===== src/rtl/roc_frame_deser_pkg.sv =====
// Shared constants and types for the ROC frame deserializer and its header detector.
package roc_frame_pkg;

  localparam int unsigned WORD_W_DEF    = 12;
  localparam int unsigned SYNC_W        = 12;
  localparam int unsigned MAX_WORDS_DEF = 64;

  localparam logic [SYNC_W-1:0] SYNC_DEF    = 12'b0111_1111_1100;
  localparam logic [11:0]       TRAILER_DEF = 12'b0111_1111_1110;

  typedef enum logic {
    HUNT,
    DATA
  } state_e;

endpackage


===== src/rtl/roc_frame_deser_if.sv =====
// Word output channel of the frame deserializer towards the readout FIFO.
interface roc_frame_deser_if
  import roc_frame_pkg::*;
#(
  parameter int unsigned WORD_W = WORD_W_DEF
);

  logic [WORD_W-1:0] out_data;
  logic              out_valid;
  logic              out_ready;
  logic              out_first;
  logic              out_last;

  modport master (
    output out_data,
    output out_valid,
    output out_first,
    output out_last,
    input  out_ready
  );

  modport slave (
    input  out_data,
    input  out_valid,
    input  out_first,
    input  out_last,
    output out_ready
  );

endinterface


===== src/rtl/roc_frame_deser_sync_detect.sv =====
// Serial header detector: sliding window over the bit stream, hit is combinational on the shifted value.
module roc_sync_detect
  import roc_frame_pkg::*;
#(
  parameter logic [SYNC_W-1:0] SYNC = SYNC_DEF
) (
  input  logic clk,
  input  logic res,
  input  logic din,
  input  logic bit_en,
  output logic sync_hit
);

  // Only the older bits are stored; the newest bit of the window is din itself.
  logic [SYNC_W-2:0] sr_q, sr_d;
  logic [SYNC_W-1:0] window;

  always_comb begin
    window   = {sr_q, din};
    sr_d     = sr_q;
    sync_hit = 1'b0;
    if (bit_en) begin
      sr_d     = window[SYNC_W-2:0];
      sync_hit = (window == SYNC);
    end
  end

  always_ff @(posedge clk) begin
    if (res) sr_q <= '0;
    else     sr_q <= sr_d;
  end

endmodule


===== src/rtl/roc_frame_deser.sv =====
// ROC frame deserializer: hunts for the header, assembles words until trailer or length
// limit, and presents them through a one-entry valid/ready output register.
module roc_frame_deser
  import roc_frame_pkg::*;
#(
  parameter int unsigned       WORD_W    = WORD_W_DEF,
  parameter logic [SYNC_W-1:0] SYNC      = SYNC_DEF,
  parameter logic [WORD_W-1:0] TRAILER   = WORD_W'(TRAILER_DEF),
  parameter int unsigned       MAX_WORDS = MAX_WORDS_DEF
) (
  input  logic                     clk,
  input  logic                     res,
  input  logic                     din,
  input  logic                     bit_en,
  roc_frame_deser_if.master        out_if,
  output logic                     frame_err,
  output logic                     ovf
);

  localparam int unsigned BCNT_W = $clog2(WORD_W);
  localparam int unsigned WCNT_W = $clog2(MAX_WORDS + 1);

  state_e              state_q, state_d;
  logic [WORD_W-2:0]   wsr_q, wsr_d;
  logic [BCNT_W-1:0]   bcnt_q, bcnt_d;
  logic [WCNT_W-1:0]   wcnt_q, wcnt_d;
  logic                first_q, first_d;
  logic [WORD_W-1:0]   out_data_q, out_data_d;
  logic                out_valid_q, out_valid_d;
  logic                out_first_q, out_first_d;
  logic                out_last_q, out_last_d;
  logic                frame_err_q, frame_err_d;
  logic                ovf_q, ovf_d;

  logic                sync_hit;
  logic [WORD_W-1:0]   word;
  logic [WCNT_W-1:0]   wcnt_inc;
  logic                at_limit;
  logic                is_trailer;
  logic                can_load;

  roc_sync_detect #(
    .SYNC(SYNC)
  ) u_sync (
    .clk     (clk),
    .res     (res),
    .din     (din),
    .bit_en  (bit_en),
    .sync_hit(sync_hit)
  );

  always_comb begin
    state_d     = state_q;
    wsr_d       = wsr_q;
    bcnt_d      = bcnt_q;
    wcnt_d      = wcnt_q;
    first_d     = first_q;
    out_data_d  = out_data_q;
    out_valid_d = out_valid_q && !out_if.out_ready;
    out_first_d = out_first_q;
    out_last_d  = out_last_q;
    frame_err_d = 1'b0;
    ovf_d       = 1'b0;

    word       = {wsr_q, din};
    wcnt_inc   = wcnt_q + 1'b1;
    at_limit   = (wcnt_inc == WCNT_W'(MAX_WORDS));
    is_trailer = (word == TRAILER);
    // A slot frees up in the same cycle the held word is taken, so loads never bubble.
    can_load   = !out_valid_q || out_if.out_ready;

    case (state_q)
      HUNT: begin
        bcnt_d  = '0;
        wcnt_d  = '0;
        first_d = 1'b1;
        if (sync_hit) state_d = DATA;
      end
      DATA: begin
        if (bit_en) begin
          wsr_d = word[WORD_W-2:0];
          if (bcnt_q == BCNT_W'(WORD_W - 1)) begin
            bcnt_d = '0;
            wcnt_d = wcnt_inc;
            if (can_load) begin
              out_data_d  = word;
              out_valid_d = 1'b1;
              out_first_d = first_q;
              out_last_d  = is_trailer || at_limit;
              first_d     = 1'b0;
              frame_err_d = at_limit && !is_trailer;
              if (is_trailer || at_limit) state_d = HUNT;
            end else begin
              ovf_d   = 1'b1;
              state_d = HUNT;
            end
          end else begin
            bcnt_d = bcnt_q + 1'b1;
          end
        end
      end
      default: state_d = HUNT;
    endcase
  end

  always_ff @(posedge clk) begin
    if (res) begin
      state_q     <= HUNT;
      wsr_q       <= '0;
      bcnt_q      <= '0;
      wcnt_q      <= '0;
      first_q     <= 1'b0;
      out_data_q  <= '0;
      out_valid_q <= 1'b0;
      out_first_q <= 1'b0;
      out_last_q  <= 1'b0;
      frame_err_q <= 1'b0;
      ovf_q       <= 1'b0;
    end else begin
      state_q     <= state_d;
      wsr_q       <= wsr_d;
      bcnt_q      <= bcnt_d;
      wcnt_q      <= wcnt_d;
      first_q     <= first_d;
      out_data_q  <= out_data_d;
      out_valid_q <= out_valid_d;
      out_first_q <= out_first_d;
      out_last_q  <= out_last_d;
      frame_err_q <= frame_err_d;
      ovf_q       <= ovf_d;
    end
  end

  assign out_if.out_data  = out_data_q;
  assign out_if.out_valid = out_valid_q;
  assign out_if.out_first = out_first_q;
  assign out_if.out_last  = out_last_q;
  assign frame_err        = frame_err_q;
  assign ovf              = ovf_q;

endmodule

===== src/flat_wrapper.sv =====
// flat-port wrapper written by rule: the top's interface ports become plain ports
module roc_frame_deser_flat import roc_frame_pkg::*;
#(
  parameter int unsigned       WORD_W    = WORD_W_DEF,
  parameter logic [SYNC_W-1:0] SYNC      = SYNC_DEF,
  parameter logic [WORD_W-1:0] TRAILER   = WORD_W'(TRAILER_DEF),
  parameter int unsigned       MAX_WORDS = MAX_WORDS_DEF
)
  (clk, res, din, bit_en, frame_err, ovf, out_if_out_data, out_if_out_valid, out_if_out_first, out_if_out_last, out_if_out_ready);
  roc_frame_deser_if #(.WORD_W(WORD_W)) out_if_i ();
  input  logic clk;
  input  logic res;
  input  logic din;
  input  logic bit_en;
  output logic frame_err;
  output logic ovf;
  output wire logic [$bits(out_if_i.out_data)-1:0] out_if_out_data;
  output wire logic [$bits(out_if_i.out_valid)-1:0] out_if_out_valid;
  output wire logic [$bits(out_if_i.out_first)-1:0] out_if_out_first;
  output wire logic [$bits(out_if_i.out_last)-1:0] out_if_out_last;
  input wire logic [$bits(out_if_i.out_ready)-1:0] out_if_out_ready;
  assign out_if_out_data = out_if_i.out_data;
  assign out_if_out_valid = out_if_i.out_valid;
  assign out_if_out_first = out_if_i.out_first;
  assign out_if_out_last = out_if_i.out_last;
  assign out_if_i.out_ready = out_if_out_ready;
  roc_frame_deser #(.WORD_W(WORD_W), .SYNC(SYNC), .TRAILER(TRAILER), .MAX_WORDS(MAX_WORDS)) u_core (.clk(clk), .res(res), .din(din), .bit_en(bit_en), .out_if(out_if_i), .frame_err(frame_err), .ovf(ovf));
endmodule

===== config.mk =====
export PLATFORM = sky130hd
export DESIGN_NAME = roc_frame_deser_flat
export DESIGN_NICKNAME = d
export VERILOG_FILES = /design/src/rtl/roc_frame_deser_pkg.sv /design/src/rtl/roc_frame_deser_if.sv /design/src/rtl/roc_frame_deser_sync_detect.sv /design/src/rtl/roc_frame_deser.sv /design/src/flat_wrapper.sv
export SDC_FILE = /design/constraint.sdc
export NUM_CORES = 1
export LEC_CHECK = 0
export CAP_MARGIN = 20
export CORE_MARGIN = 8
export CORE_UTILIZATION = 40
export CTS_BUF_LIST = sky130_fd_sc_hd__clkbuf_4 sky130_fd_sc_hd__clkbuf_8
export DETAILED_ROUTE_END_ITERATION = 7
export GPL_TIMING_DRIVEN = 0
export PLACE_DENSITY = 0.65
export SLEW_MARGIN = 20
export SYNTH_ARGS = -nofsm -noshare
export SYNTH_HDL_FRONTEND = slang
export SYNTH_SLANG_ARGS = --single-unit

===== constraint.sdc =====
create_clock -name clk -period 2.7 [get_ports clk]
set_clock_uncertainty 0.05 [all_clocks]
set_input_delay 0.54 -clock clk [delete_from_list [all_inputs] [get_ports clk]]
set_output_delay 0.54 -clock clk [all_outputs]
set_load 0.05 [all_outputs]

## Word-level counts from Yosys, hierarchy flattened

Index checks and enable logic that the tools add are counted.

- Flip-flop bits (word level): 52
- Input port bits: 5
- Output and inout bits: 17
- Logic and storage cells: 60

- $add $sub $neg: 2
- Equal/unequal tests: 7
- Multiplexer cells: 22
- Bitwise operators: 4
- Reductions and logical operators: 13

Operators by type and width:

| operator | count |
|---|---|
| 12-bit by 11-bit == test with 1-bit output, second input constant | 2 |
| 1-bit 2-to-1 mux | 14 |
| 7-bit 2-to-1 mux | 2 |
| 7-bit one-hot mux with 2 select lines | 1 |
| 4-bit 2-to-1 mux | 2 |
| 4-bit one-hot mux with 2 select lines | 1 |
| 7-bit by 1-bit adder with 7-bit output, second input constant | 1 |
| 7-bit == test, second input constant | 1 |
| 2-bit != test, second input constant | 3 |
| 5-bit OR reduction | 1 |
| 4-bit by 1-bit adder with 4-bit output, second input constant | 1 |
| 4-bit == test, second input constant | 1 |
| 1-bit NOT | 4 |
| 1-bit one-hot mux with 2 select lines | 2 |
| 2-bit AND reduction | 2 |
| 4-bit AND reduction | 1 |
| 4-bit OR reduction | 1 |
| 1-bit logical NOT | 3 |
| 3-bit AND reduction | 1 |
| 1-bit logical AND | 2 |
| 1-bit logical OR | 2 |

## Logic depth before layout (Yosys ltp)

Gate-level depths: netlist (run 1).

- Depth after elaboration: 8
- Depth in mapped cells: 6
- Depth with buffers taken out: 5

## Modules after synthesis

Synthesis (run 1) repeated with hierarchy kept, for this count alone.

- Cell total of the unflattened synthesis: 208
- Area, all modules: 2070.7 sq um

By module, submodules not included:

| module | times used | cells each | area an instance (sq um) | sequential area each (sq um) |
|---|---|---|---|---|
| roc_frame_deser | 1 | 168 | 1645.3 | 820.8 |
| roc_sync_detect | 1 | 40 | 425.4 | 220.2 |

## Worst setup path before layout (run 1)

OpenSTA, ideal clock, no wires.

- Path kind: in2reg
- Start point: in res
- End point: reg u_core.out_data_q[0] (netlist: u_core.out_if.out_data[0])
- Setup time: 0.060 ns
- Arrival time: 1.454 ns
- Required time: 2.590 ns
- Path slack: 1.135 ns
- Stages: 5
- Buffers on the path: 2
- Cell sequence: buf_2 > nand2b_1 > nor3b_4 > buf_4 > a22o_1

RTL lines:

| element | line | text |
|---|---|---|
| start, declared | flat_wrapper.sv:12 | `input logic res;` |
| end signal, assigned | roc_frame_deser.sv:125 | `out_data_q <= out_data_d;` |
| end, declared | roc_frame_deser.sv:28 | `logic [WORD_W-1:0] out_data_q, out_data_d;` |

## Worst setup path after layout (run 1)

- Start point: reg u_core.out_valid_q (netlist: u_core.out_if.out_valid)
- End point: out out_if_out_valid

RTL lines:

| element | line | text |
|---|---|---|
| start, declared | roc_frame_deser.sv:29 | `logic out_valid_q, out_valid_d;` |
| start signal, assigned | roc_frame_deser.sv:126 | `out_valid_q <= out_valid_d;` |
| end, declared | flat_wrapper.sv:18 | `output wire logic [$bits(out_if_i.out_valid)-1:0] out_if_out_valid;` |

No word-level cell between the ends.

==> flow_metrics.py, run 1 <==
metrics = {
    "outcome": {
        "status": "finished, final reports clean",
    },
    "power": {
        "peakVddDrop_v": 0.000286,
        "p_leak_nw": 0.868,
        "p_seq_share_pct": 57.5,
        "clkPwrFrac_pct": 39.9,
        "power.total_mw": 1.34,
        "power_switching_mw": 0.271,
        "combPwrFrac_pct": 2.6,
        "p_sw_share_pct": 20.2,
        "powerDensity_nw_per_um2": 554,
        "internal-power_mw": 1.07,
    },
    "cts": {
        "clock_tree.buffer_depth": 2,
        "clk_latency_ps": 300,
        "htreeDepth": 2,
        "tritoncts": "built",
        "hold_buffers": 0,
        "cts_setup_buffers": 0,
        "cts_resized": 0,
        "cts_made_buffers": 5,
        "cts.clk_slew.worst_paths_ps": 90,
        "clkSinkCount": 52,
        "cts_root_buf": "clkbuf_8",
    },
    "yosys": {
        "synth.cell_area_um2": 2020,
        "syn_area_per_cell_um2": 9.77,
        "synth_edf_count": 0,
        "ys.flop_type": "dfxtp_1",
        "ys_warn_count": 0,
        "synthArstFlopShare_pct": 0,
        "syn_nets": 214,
        "ys_seq_area_share_pct": 51.5,
        "synth_cells": 207,
        "synth_cell_types": 37,
        "ys_ff_latch": 52,
    },
    "sta": {
        "finalHoldViolations": 0,
        "layout_min_cycle_time_ps": 2070,
        "rsz0062_at_grt": "false",
        "max_freq_mhz": 483,
        "slew_violations": 0,
        "layout_setup_ws_ps": 628,
        "relSlewSlack_pct": 66.5,
        "tightest_slew_ps": 501,
        "fin_setup_tns_ps": 0,
        "fin_crit_sh_pct": 76.8,
        "setup_viol": 0,
    },
    "placement": {
        "pre_cts_slack_ps": 562,
        "globalplace.congestion": 0.778,
        "place_hpwl_mm": 2.73,
        "port_buffers": 20,
        "dpl_cell_area_um2": 2310,
    },
    "die": {
        "die_w_um": 87.1,
        "placementRows": 26,
        "core-area_um2": 4980,
        "initial_core_util_pct": 40.6,
        "die-area_um2": 7590,
        "die_y_um": 87.1,
        "io_pins": 22,
    },
    "detailed_routing": {
        "dr.pass1.iters": 4,
        "finalWirelength_mm": 3.82,
        "drt_iter0_drc": 78,
        "vias": 1496,
        "drcViolationCount": 0,
        "wl_per_cell_um": 12.5,
        "vias_per_cell": 4.90,
        "antenna_left": 0,
    },
    "critical_path": {
        "rrSetupSlack_ps": 970,
        "worstPathCellList": "clkdlybuf4s50_1",
        "r2r_cells": 5,
        "crit_path_top_delay_cell": "clkdlybuf4s50_1",
        "path_depth": 1,
        "path_class": "register to output port",
        "cp_data_required_time_ps": 2110,
        "cp-end-kind": "output port",
        "worstSetupStartpointType": "register",
        "cp_max_fo": 2,
        "critical_path_arrival_ps": 1480,
        "crit_family": "buffers and inverters",
        "path_buf_inv": 1,
        "critPathMaxStageDelay_ps": 810,
    },
    "grt": {
        "grt_antenna_before_repair": 0,
        "track_usage_pct": 10.6,
        "grt-ovfl-total": 0,
        "grt_max_degree": 16,
        "grt_pass1_vias": 1394,
        "grt_pass1_wl_mm": 6.36,
    },
    "cells_and_area": {
        "antenna_cells": 0,
        "nFillCells": 485,
        "drive_gt1_share_pct": 8.51,
        "syn_to_final_growth_pct": 19.7,
        "nets": 241,
        "final_cell_area_um2": 2420,
    },
    "job": {
        "maxCapViolations": 0,
    },
    "worst_hold_path": {
        "hold_class": "register to register",
        "holdPathStages": 2,
    },
}
## cell usage after synthesis, types with 3 or more instances
library cell | count | area share, %
dfxtp_1 | 52 | 51
nand2_1 | 33 | 6.1
nor2_1 | 21 | 3.9
a21oi_1 | 17 | 4.2
a22o_1 | 14 | 6.1
mux2i_1 | 13 | 6.4
buf_2 | 5 | 1.2
nand4_1 | 4 | 1.2
o21ai_0 | 4 | 0.99
xor2_1 | 4 | 1.7
clkbuf_1 | 3 | 0.56
nand2b_1 | 3 | 0.93
## layer usage
| layer | global-route usage, % | up-vias | share of wire, % |
|---|---|---|---|
| met3 | 3.40 | 4 | 4.5 |
| met4 | 5.16 | 0 | 1.1 |
| met1 | 12.5 | 695 | 50 |
| li1 | - | 776 | - |
| met2 | 16.9 | 21 | 45 |
| met5 | 0 | - | 0 |
## power groups by stage
stage          combinational (mW)  sequential [mW]  clock, mW
2_1_floorplan              0.0242            0.788          0
3_3_place_gp               0.0354            0.788          0
3_5_place_dp               0.0355            0.788          0
4_1_cts                    0.0356            0.770      0.550
5_1_grt                    0.0382            0.771      0.578
6_report                   0.0349            0.770      0.535
## cell usage in the layout (no fill, tap or decap), types with 3 or more instances in the layout
cell and instances:
clkbuf_1 3, nor2_1 21, dfxtp_1 52, buf_2 5
o21ai_0 4, nand4_1 4, nand2b_1 3, xor2_1 4
a21oi_1 17, clkbuf_8 5, nand2_1 33, mux2i_1 13
clkdlybuf4s50_1 20, a22o_1 14
## stage by stage
step                      utilization [%]  instances  hold WS [ps]
final                                48.6        305           406
after global placement               46.4        297           388
after global routing                 48.6        305           420
after CTS                            48.6        305           406
after floorplan                         -        207           382
after detailed placement             46.4        297           395
## worst paths after layout
kind / startpoint / endpoint
min: u_core.first_q$_SDFFE_PP0P_ / u_core.first_q$_SDFFE_PP0P_
max reg2reg: u_core.bcnt_q[0]$_SDFFE_PP0P_ / u_core.out_if.out_data[1]$_SDFFE_PP0P_
max: u_core.out_if.out_valid$_SDFF_PP0_ / out_if_out_valid
min reg2reg: u_core.first_q$_SDFFE_PP0P_ / u_core.first_q$_SDFFE_PP0P_
## final cells by class
| type | count | area (um^2) | share of cell area, % |
|---|---|---|---|
| clock buffers | 6 | 76.3 | 3.15 |
| repair buffers | 20 | 200 | 8.27 |
| inverters | 2 | 7.51 | 0.310 |
| clock inverters | 2 | 35.0 | 1.45 |
| flip-flops and latches | 52 | 1040 | 43.0 |
| multi-input cells | 141 | 903 | 37.3 |
| plain buffers | 12 | 70.1 | 2.89 |
| well taps | 70 | 87.6 | 3.62 |
## state kept, by name, indices dropped and copies added, names as in the netlist
signal,count
u_core.out_if.out_first,1
u_core.wsr_q,11
u_core.out_if.out_data,12
u_core.bcnt_q,4
u_core.state_q,1
u_core.first_q,1
u_core.u_sync.sr_q,11
u_core.out_if.out_last,1
u_core.wcnt_q,7
u_core.out_if.out_valid,1
u_core.ovf,1
u_core.frame_err,1
## cells by family after synthesis
group | after synthesis | share of synthesized area, %
and+or+nand+nor | 79 | 19.9
DFF | 52 | 51.5
AOI/OAI and AO/OA | 41 | 14.5
buffers and inverters | 14 | 3.84
muxes | 13 | 6.44
xor gates and xnor gates | 6 | 2.60
adders and majority gates | 2 | 1.24
Power figures use the tool's default switching activity.
==> run 2: changes to the inputs <==
PLACE_DENSITY = 0.67   (was 0.65)
clock period = 1.7 ns   (was 2.7 ns; I/O delays follow)
==> run 2 against run 1 <==
Effect of this change: sequential power grew 58%; routed wire length is 2.0% higher; hold slack got worse by 140 ps; critical path depth increased by 5; sequential cell count unchanged; via count up 0.94%; sequential share of layout area grew 0.33 points; non-clock buffer count increased by 1; clock power is 38% higher; global-route usage is 0.55 points higher.
==> flow_metrics.py, run 2 (synthesis results as in run 1) <==
metrics = {
    "outcome": {
        "status": "finished, final reports clean",
    },
    "power": {
        "powerDensity_nw_per_um2": 838,
        "peakVddDrop_v": 0.000565,
        "p_leak_nw": 0.948,
    },
    "sta": {
        "fin_crit_sh_pct": 95.0,
        "slew_violations": 0,
        "fin_setup_tns_ps": 0,
        "layout_min_cycle_time_ps": 1620,
        "max_freq_mhz": 619,
        "layout_setup_ws_ps": 84.6,
        "relSlewSlack_pct": 67.1,
        "setup_viol": 0,
        "tightest_slew_ps": 496,
        "finalHoldViolations": 0,
    },
    "cells_and_area": {
        "antenna_cells": 0,
        "fin_util_pct": 48.4,
        "nets": 242,
        "nFillCells": 488,
        "largest_reg_flops": 12,
        "final_cell_area_um2": 2410,
        "layout_common_cells": "50 x dfxtp_1, 33 x nand2_1, 21 x nor2_1",
        "syn_to_final_growth_pct": 19.1,
        "drive_gt1_share_pct": 10.2,
        "final_common_cell": "dfxtp_1",
    },
    "grt": {
        "track_usage_pct": 11.2,
        "grt_pass1_vias": 1548,
        "grt_max_degree": 15,
        "grt_pass1_wl_mm": 6.74,
        "grt-ovfl-total": 0,
        "grt_antenna_before_repair": 0,
    },
    "cts": {
        "htreeDepth": 2,
        "tritoncts": "built",
        "cts_made_buffers": 5,
        "cts.clk_slew.worst_paths_ps": 90,
        "clock_tree.buffer_depth": 2,
        "clkSinkCount": 52,
        "clk_latency_ps": 300,
        "cts_root_buf": "clkbuf_8",
    },
    "critical_path": {
        "cp_max_fo": 10,
        "rrSetupSlack_ps": 80,
        "crit_family": "flip-flops",
        "path_class": "register to register",
        "cp_common_cell": "buf_6",
        "cp-end-kind": "register",
        "critPathMaxStageDelay_ps": 400,
        "critical_path_arrival_ps": 1770,
        "path_buf_inv": 2,
        "worstSetupStartpointType": "register",
        "cp_data_required_time_ps": 1850,
        "worstPathCellList": "ha_4 > and4b_1 > buf_6 > a31oi_4 > buf_6 > a22o_1",
        "crit_path_top_delay_cell": "dfxtp_2",
    },
    "die": {
        "die_w_um": 87.1,
        "initial_core_util_pct": 40.6,
        "die-area_um2": 7590,
        "core-area_um2": 4980,
        "die_y_um": 87.1,
        "io_pins": 22,
        "placementRows": 26,
    },
    "placement": {
        "pre_cts_slack_ps": -243,
        "dpl_cell_area_um2": 2310,
        "globalplace.congestion": 0.759,
        "port_buffers": 20,
        "place_hpwl_mm": 2.69,
    },
    "detailed_routing": {
        "vias_per_cell": 4.93,
        "finalWirelength_mm": 3.89,
        "vias": 1510,
        "wl_per_cell_um": 12.7,
        "drt_iter0_drc": 88,
        "dr.pass1.iters": 4,
        "drcViolationCount": 0,
        "antenna_left": 0,
    },
    "worst_hold_path": {
        "hold_class": "input port to register",
    },
    "job": {
        "maxCapViolations": 0,
    },
}
run 2: cell count changes in the layout (fill, tap and decap cells not counted), sizes merged:
| cell | delta |
|---|---|
| dlygate4sd2 | +17 |
| bufinv | -1 |
| clkdlybuf4s50 | -17 |
| buf | +1 |
| clkbuf | +2 |
| clkinv | -1 |
run 2: worst reg2reg max path, delay by kind of cell (launching register included):
kind	cells	cell delay, ps
buf+inv	2	310
compound gates	2	360
simple gates	1	210
fa+ha+maj	1	180
flops	1	400
run 2: stage by stage:
| step | instances | hold slack (ps) | power, mW |
|---|---|---|---|
| floorplan | 207 | 382 | 1.29 |
| global placement | 297 | 389 | 1.31 |
| detailed placement | 297 | 398 | 1.31 |
| CTS | 306 | 268 | 2.03 |
| global route | 306 | 285 | 2.08 |
| finish | 306 | 269 | 2.02 |
run 2: final cells by class:
| class | count | area, um^2 | area share [%] |
|---|---|---|---|
| multi-input cells | 141 | 916 | 38.0 |
| well taps | 70 | 87.6 | 3.64 |
| plain buffers | 12 | 70.1 | 2.91 |
| flip-flops and latches | 52 | 1040 | 43.3 |
| inverters | 2 | 7.51 | 0.312 |
| repair buffers | 21 | 186 | 7.74 |
| clock buffers | 8 | 97.6 | 4.05 |
run 2: final timing paths:
check,end,cells after the start,start
worst min-delay path,u_core.u_sync.sr_q[3]$_SDFFE_PP0P_,2,res
worst min register to register,u_core.first_q$_SDFFE_PP0P_,2,u_core.first_q$_SDFFE_PP0P_
worst max-delay path,u_core.out_if.out_data[2]$_SDFFE_PP0P_,6,u_core.bcnt_q[0]$_SDFFE_PP0P_
worst max register to register,u_core.out_if.out_data[2]$_SDFFE_PP0P_,6,u_core.bcnt_q[0]$_SDFFE_PP0P_
run 2: what timing repair did:
action	in CTS	in global routing
resized for setup	19	2
hold buffers	0	0
buffers inserted	1	0
pin swaps	1	0
endpoints found under the setup margin	28	10
run 2: routing by layer:
layer,track usage [%],share of wire [%]
met5,0,0
met4,5.47,1.7
met3,3.58,5.4
met2,18.3,45
met1,12.7,48
run 2: power breakdown:
part,internal (mW),switching (mW)
logic,0.0243,0.0310
clock network,0.364,0.376
registers,1.22,0.00236
